File: src/rtl/fifo_read_ctrl.sv
// Read-side master for async_fifo: converts the 1-cycle-latency r_en/r_data port
// into a valid/ready stream through a 2-entry skid buffer, with flush and a word counter.
module fifo_read_ctrl #(
    parameter int WIDTH = 8,
    parameter int CNT_W = 16
) (
    input  logic             r_clk,
    input  logic             rst_r_n,
    input  logic             fifo_empty,
    input  logic [WIDTH-1:0] fifo_r_data,
    output logic             fifo_r_en,
    output logic             m_valid,
    output logic [WIDTH-1:0] m_data,
    input  logic             m_ready,
    input  logic             flush,
    output logic             busy,
    output logic [CNT_W-1:0] rd_count,
    output logic             dbg_state
);

    // Stream handshake: a word transfers on every r_clk edge where m_valid && m_ready;
    // m_data holds steady while m_valid is high and m_ready is low.
    typedef enum logic {
        S_RUN   = 1'b0,
        S_FLUSH = 1'b1
    } state_e;

    state_e             state_q, state_d;
    logic [1:0]         occ_q, occ_d;
    logic               inflight_q, inflight_d;
    logic [WIDTH-1:0]   head_q, head_d;
    logic [WIDTH-1:0]   tail_q, tail_d;
    logic [CNT_W-1:0]   cnt_q, cnt_d;
    logic               pop;
    logic [2:0]         fill;

    always_comb begin
        state_d   = state_q;
        occ_d     = occ_q;
        head_d    = head_q;
        tail_d    = tail_q;
        cnt_d     = cnt_q;
        fifo_r_en = 1'b0;

        m_valid = (occ_q != 2'd0);
        pop     = m_valid && m_ready;
        // Slots committed after this edge; a read is only issued if it is guaranteed room.
        fill    = {1'b0, occ_q} + {2'b00, inflight_q} - {2'b00, pop};

        if (pop) begin
            cnt_d = cnt_q + 1'b1;
        end

        case (state_q)
            S_RUN: begin
                fifo_r_en = !fifo_empty && (fill < 3'd2);
                if (flush) begin
                    state_d = S_FLUSH;
                    occ_d   = 2'd0;
                    head_d  = '0;
                    tail_d  = '0;
                end else begin
                    case ({inflight_q, pop})
                        2'b01: begin
                            head_d = tail_q;
                            occ_d  = occ_q - 2'd1;
                        end
                        2'b10: begin
                            if (occ_q == 2'd0) begin
                                head_d = fifo_r_data;
                            end else begin
                                tail_d = fifo_r_data;
                            end
                            occ_d = occ_q + 2'd1;
                        end
                        2'b11: begin
                            if (occ_q == 2'd1) begin
                                head_d = fifo_r_data;
                            end else begin
                                head_d = tail_q;
                                tail_d = fifo_r_data;
                            end
                        end
                        default: begin
                        end
                    endcase
                end
            end
            S_FLUSH: begin
                // Drain the FIFO; returning read data is simply not captured.
                fifo_r_en = !fifo_empty;
                if (!flush && fifo_empty && !inflight_q) begin
                    state_d = S_RUN;
                end
            end
            default: begin
                state_d = S_RUN;
            end
        endcase

        inflight_d = fifo_r_en;
    end

    always_ff @(posedge r_clk or negedge rst_r_n) begin
        if (!rst_r_n) begin
            state_q    <= S_RUN;
            occ_q      <= 2'd0;
            inflight_q <= 1'b0;
            head_q     <= '0;
            tail_q     <= '0;
            cnt_q      <= '0;
        end else begin
            state_q    <= state_d;
            occ_q      <= occ_d;
            inflight_q <= inflight_d;
            head_q     <= head_d;
            tail_q     <= tail_d;
            cnt_q      <= cnt_d;
        end
    end

    assign m_data    = head_q;
    assign rd_count  = cnt_q;
    assign busy      = (state_q == S_FLUSH) || (occ_q != 2'd0) || inflight_q;
    assign dbg_state = (state_q == S_FLUSH);

endmodule

File: config.mk
export PLATFORM = sky130hd
export DESIGN_NAME = fifo_read_ctrl
export DESIGN_NICKNAME = d
export VERILOG_FILES = /design/src/rtl/fifo_read_ctrl.sv
export SDC_FILE = /design/constraint.sdc
export NUM_CORES = 1
export LEC_CHECK = 0
export CAP_MARGIN = 20
export CORE_ASPECT_RATIO = 1.1
export CORE_MARGIN = 8
export CORE_UTILIZATION = 30
export DETAILED_ROUTE_END_ITERATION = 16
export PLACE_DENSITY = 0.55
export RECOVER_POWER = 50
export SETUP_SLACK_MARGIN = 0.4
export SLEW_MARGIN = 25
export SYNTH_ARGS = -nofsm -noshare
export SYNTH_HDL_FRONTEND = slang
export SYNTH_SLANG_ARGS = --single-unit
File: constraint.sdc
create_clock -name r_clk -period 3.2 [get_ports r_clk]
set_input_delay 0.64 -clock r_clk [delete_from_list [all_inputs] [get_ports r_clk]]
set_output_delay 0.64 -clock r_clk [all_outputs]
set_load 0.1 [all_outputs]
# Word-level counts from Yosys, hierarchy flattened

Index checks and enable logic that the tools add are counted.

Logic and storage cells: 51
Output and inout bits: 28
Bits of input ports: 13
Register bits: 36

$add $sub $neg: 5
Bitwise operators: 1
Reductions and logical operators: 17
Eq/ne operators: 7
Muxes and demuxes: 14
$lt $le $gt $ge: 1

Operator list:

| operator                                                   | count |
|---|---|
| 2-to-1 mux 8 bit                                           | 6 |
| one-hot mux 8 bit (3 select lines)                         | 1 |
| adder 16 x 1 -> 16 bit, second input constant              | 1 |
| one-hot mux 8 bit (2 select lines)                         | 1 |
| != test 3 bit, second input constant                       | 3 |
| nonzero test 3 bit                                         | 2 |
| equality test 2 x 1 -> 1 bit, second input constant        | 2 |
| equality test 2 bit, second input constant                 | 2 |
| logical AND 1 bit                                          | 4 |
| one-hot mux 1 bit (2 select lines)                         | 2 |
| one-hot mux 2 bit (2 select lines)                         | 1 |
| AND reduction 4 bit                                        | 1 |
| nonzero test 4 bit                                         | 1 |
| adder 2 x 1 -> 3 bit                                       | 1 |
| logical NOT 1 bit                                          | 3 |
| less-than comparator 3 x 2 -> 1 bit, second input constant | 1 |
| AND reduction 3 bit                                        | 1 |
| subtractor 3 x 1 -> 3 bit                                  | 1 |
| adder 2 x 1 -> 2 bit, second input constant                | 1 |
| logical NOT 2 bit                                          | 1 |
| logical OR 1 bit                                           | 2 |
| 2-to-1 mux 1 bit                                           | 2 |
| 2-to-1 mux 2 bit                                           | 1 |
| AND reduction 2 bit                                        | 1 |
| 3 further kinds                                            | 3 |

# Longest topological paths before layout

Depth after elaboration: 6
Depth in mapped cells: 10
Mapped depth without buffers: 10

# Least setup slack after synthesis

OpenSTA, ideal clock, no wires.

Path kind: reg2out
From: reg occ_q[1]
To: out fifo_r_en
Arrival time: 3.358 ns
Path buffers: 0
Data required time: 2.560 ns
Cell stages (with the launch flop): 11
Path slack: -0.798 ns
Path through: dfrtp_1 inv_1 ha_1 nor2b_2 inv_2 ha_1 nand2b_1 fa_1 xnor2_1 a21oi_1 nor2_1

Cells in the longest elaborated chain, start to end: 6
Elaborated cells between the ends (all ways): 7
Those cells by class: add/sub: 2; order compare: 1; mux: 1; reduce/logical: 3

Ends and longest elaborated chain:

| item                                                         | line | RTL |
|---|---|---|
| start: declaration                                           | 29   | `logic [1:0] occ_q, occ_d;` |
| start signal: assignment                                     | 107  | `occ_q <= 2'd0;` |
| start signal: assignment                                     | 114  | `occ_q <= occ_d;` |
| branches (longest 2 deep; another with adder 2 x 1 -> 3 bit) | -    |  |
| subtractor 3 x 1 -> 3 bit *                                  | 48   | `fill = {1'b0, occ_q} + {2'b00, inflight_q} - {2'b00, pop};` |
| less-than comparator 3 x 2 -> 1 bit *                        | 56   | `fifo_r_en = !fifo_empty && (fill < 3'd2);` |
| logical AND 1 bit *                                          | 56   |  |
| one-hot mux 1 bit (2 select lines) *                         | 54   | `case (state_q)` |
| end: declaration                                             | 11   | `output logic fifo_r_en,` |

Mark *: on every way between the ends.

# Final worst setup path

Ends and elaborated chain as after synthesis.

==> results <==
- The clock root buffer is clkbuf_8.
- The count of antenna-violating nets left after detailed routing is 0.
- The run finished with clean final reports.
- The initial utilization of the core area, before any placement, comes to 0.302.
- Across every metal layer, demand over resource in global routing totals 0.100.
- Of the post-synthesis cell area, the dominant cell type holds 0.493.
- The wire length on met1 is approximately 2100 um.
- The final estimated routing congestion in global placement is ~0.73.
- Across the routed clock network, the largest skew measured is roughly 0.0079 ns.
- The arrival time of the worst setup path is 2.39 ns.
- For this run, the number of standard cells in the final layout without fillers is around 300.
- Dividing the synthesized area by the synthesized cell count gives ~11 sq um.
- STA classifies the critical path startpoint as a flip-flop.
- The number of ports placed on the die boundary is 41.
- The worst hold path belongs to the class flip-flop to flip-flop.
- The clock tree from TritonCTS is yes.
- The number of buffers added to fix hold violations after cts is 0.
- The max-capacitance violation count is 0.
- The DRC violation total after the first TritonRoute iteration is a little under 50.
- The synthesis warning total is 0.
- The die is 90.4 um wide.
- The number of hold-slack violations in the final timing report is 0.
- The upper clock frequency limit is around 0.33 GHz.
- The net count of the finished layout is 243.
- Using the TritonRoute via totals, the vias-per-cell ratio works out to ~4.8.
- The global-route wire length before repair is roughly 7300 um.
- On the critical path, the stage with the largest delay is an instance of dfrtp_2.
- The total clock sinks is 36.
- The height of the die is 97.8 um.
- The latest clock arrival within the worst-skew pair is 0.28 ns.
- The number of cells on the worst hold path is 1.
- By area the synthesized netlist is led by dfrtp_1 49%, xnor2_1 6.7%, nand2_1 5.3%.
- After detailed placement, the design holds a cell count of 290.
- The detailed placement HPWL is 3140 um.
- The TritonCTS buffer count is 5.
- The number of cells on the worst reg-to-reg path is 11.
- The worst relative slew slack is 0.217.
- The pin count of the biggest net entering global routing is 37.
- Port buffering added 40 buffers.
- The critical path class is flip-flop to output port.
- The final number of max-transition violations was 0.
- The buffer depth of the longest clock path is 2.
- Wires add up to approximately 4500 um.
- The remaining design rule violation count is 0.
- In the final timing run, aggregate negative setup slack is 0 ns.
- After clock tree synthesis, the clock-pin slew on the worst setup and hold paths is approximately 0.070 ns.
- The share of final-layout standard cells stronger than drive strength 1 is 0.267.
- The count of flip-flops with a built-in enable after synthesis is 0.
- The core region is approximately 6000 sq um.
- The total number of placement rows is 30.
- The repair_antennas step left the layout with diodes totalling 0.
- Counting instances in the post-synthesis netlist gives the leading cell types as 36 x dfrtp_1, 26 x nand2_1, 14 x xnor2_1, 10 x nand2b_1.
- The area overhead of the layout relative to synthesis is 33.6%.
- After global routing the overflow that remains totals 0.
- At the placement stage, the worst setup path has a slack of -0.157 ns.
- The vias after detailed routing is 1466.
- The routed design uses around 130 um of met3 wire.
- The number of global-route vias before repair is ~1500.
- The worst path meets setup with 0.172 ns of slack.
- The largest single stage delay on the critical path is around 0.37 ns.
- The die covers a little under 9000 sq um.
- Across the VDD grid, the largest voltage drop is about 0.48 mV.
- The average wire per standard cell is between 10 and 15 um.
- The worst path needs between 3 and 4 ns of the cycle, external delays included.
- The critical path required time is 2.56 ns.
- The share of the clock period used by the worst path is 0.946.
- For this run, the leading register cell type out of synthesis is dfrtp_1.
- The worst setup path is captured at an output port.
- Summed over all instances, the cell type with the most area after synthesis is dfrtp_1.
- Of all nets on the critical path, the largest fanout is 2.
- The placed instances occupy a cell area of ~2300 sq um.
- Detailed routing placed a total of around 2200 um of wire on met2.
- In the synthesized netlist, the number of instances is 170.
- The total of fill cells in the finished design is 623.
- The first detailed-routing pass ran for 4 iterations.
- The initial antenna violation count is 0.
- The highest layer used for signal routing is met4.
- The area of the mapped netlist is ~1800 sq um.
- The measured slew at the worst slew-check pin is 1.18 ns.
- The smallest hold slack is approximately 0.47 ns.
- The synthesis-stage register bit count is 36.
- The number of H-tree levels is 2.
- Setup repair after global routing could not meet its margin everywhere.
- The power per cell area is roughly 1100 nW/um^2.
- The share of the Yosys chip area taken by registers is 0.493.
- Traced cell by cell, the critical path runs through inv_2 > ha_4 > nor2b_1 > inv_2 > ha_4 > nand2b_4 > fa_2 > xnor2_2 > a21oi_2 > nor2_4 > buf_12.
- Synthesis produced a netlist with a net count of around 190.
- In this run the static leakage power is 1.04 nW.
- By instance count, the leading cell after synthesis is dfrtp_1.
- Setup violations remaining at the end of the flow were counted as 0.
- The finished cells cover 2440 sq um.
- The fraction of registers with async set or reset after synthesis is 1.00.
- The count of different cell masters after synthesis is between 40 and 50.
metal layers:
metal	global-route usage	up-vias
met5	0	-
met4	0.0423	0
met3	0.0246	2
met2	0.164	18
met1	0.123	726
li1	-	720
per-stage QoR:
| step | utilization | total power [W] |
|---|---|---|
| after CTS | 0.408 | 0.00266 |
| after global routing | 0.404 | 0.00273 |
| final | 0.404 | 0.00259 |
| after floorplan | - | 0.00191 |
| after global placement | 0.384 | 0.00226 |
| after detailed placement | 0.384 | 0.00227 |
report_power, final:
part | internal (W) | switching (W)
sequential | 0.000605 | 0.000136
clock | 0.000148 | 0.000154
combinational | 0.000450 | 0.00110
final timing paths:
path	from	to	slack, ns
hold reg to reg	rd_count[15]	rd_count[15]	0.47
max in group asynchronous	rst_r_n	occ_q[1]	1.98
hold / removal	rd_count[15]	rd_count[15]	0.47
setup reg to reg	occ_q[1]	inflight_q	1.08
setup / recovery	occ_q[1]	fifo_r_en	0.17
min in group asynchronous	rst_r_n	rd_count[0]	0.85
final cells by class:
type / count / area, sq um / share of cell area
Clock buffer: 6 / 72.6 / 0.0297
Tap cell: 80 / 100 / 0.0410
Clock inverter: 1 / 5.00 / 0.00205
Timing Repair Buffer: 53 / 403 / 0.165
Multi-Input combinational cell: 123 / 935 / 0.383
Sequential cell: 36 / 903 / 0.370
Inverter: 6 / 22.5 / 0.00923
critical path: cells and delay by family (launching register included):
family,cells,cell delay [ns]
AND/OR/NAND/NOR,3,0.47
buffers and inverters,3,0.30
flip-flops,1,0.37
XOR/XNOR,1,0.17
adder cells (fa/ha/maj),3,0.71
AO/OA/AOI/OAI,1,0.08
flip-flops by register name (all words and copies together), names as in the netlist:
| register | flops |
|---|---|
| dbg_state | 1 |
| inflight_q | 1 |
| m_data | 8 |
| occ_q | 2 |
| rd_count | 16 |
| tail_q | 8 |
kinds of logic after synthesis:
| family | synth area share |
|---|---|
| compound gates | 0.154 |
| xor+xnor | 0.0767 |
| fa+ha+maj | 0.0384 |
| buf+inv | 0.0233 |
| flops | 0.493 |
| mux | 0.0130 |
| simple gates | 0.201 |
placed cells by master (no fill, tap or decap), types with 2 or more instances in the layout:
master,n
and3_1,2
nor2_1,6
ha_4,2
a21oi_2,2
clkbuf_1,11
o221ai_1,8
xor2_1,2
inv_2,3
a22oi_1,8
nand3_1,3
xnor2_1,13
buf_4,30
nor3_1,2
nand4_1,4
ha_1,2
clkbuf_8,5
o21ai_0,3
nand2_1,26
dfrtp_1,34
nand2b_1,9
o2bb2ai_1,8
clkdlybuf4s50_1,10
inv_1,3
dfrtp_2,2
timing repair:
action / CTS / global route
setup buffers: 5 / 3
gates resized for setup: 7 / 0
pin swaps: 5 / 5
setup endpoints to repair: 1 / 1
No activity file was read; power rests on OpenSTA's default activity.
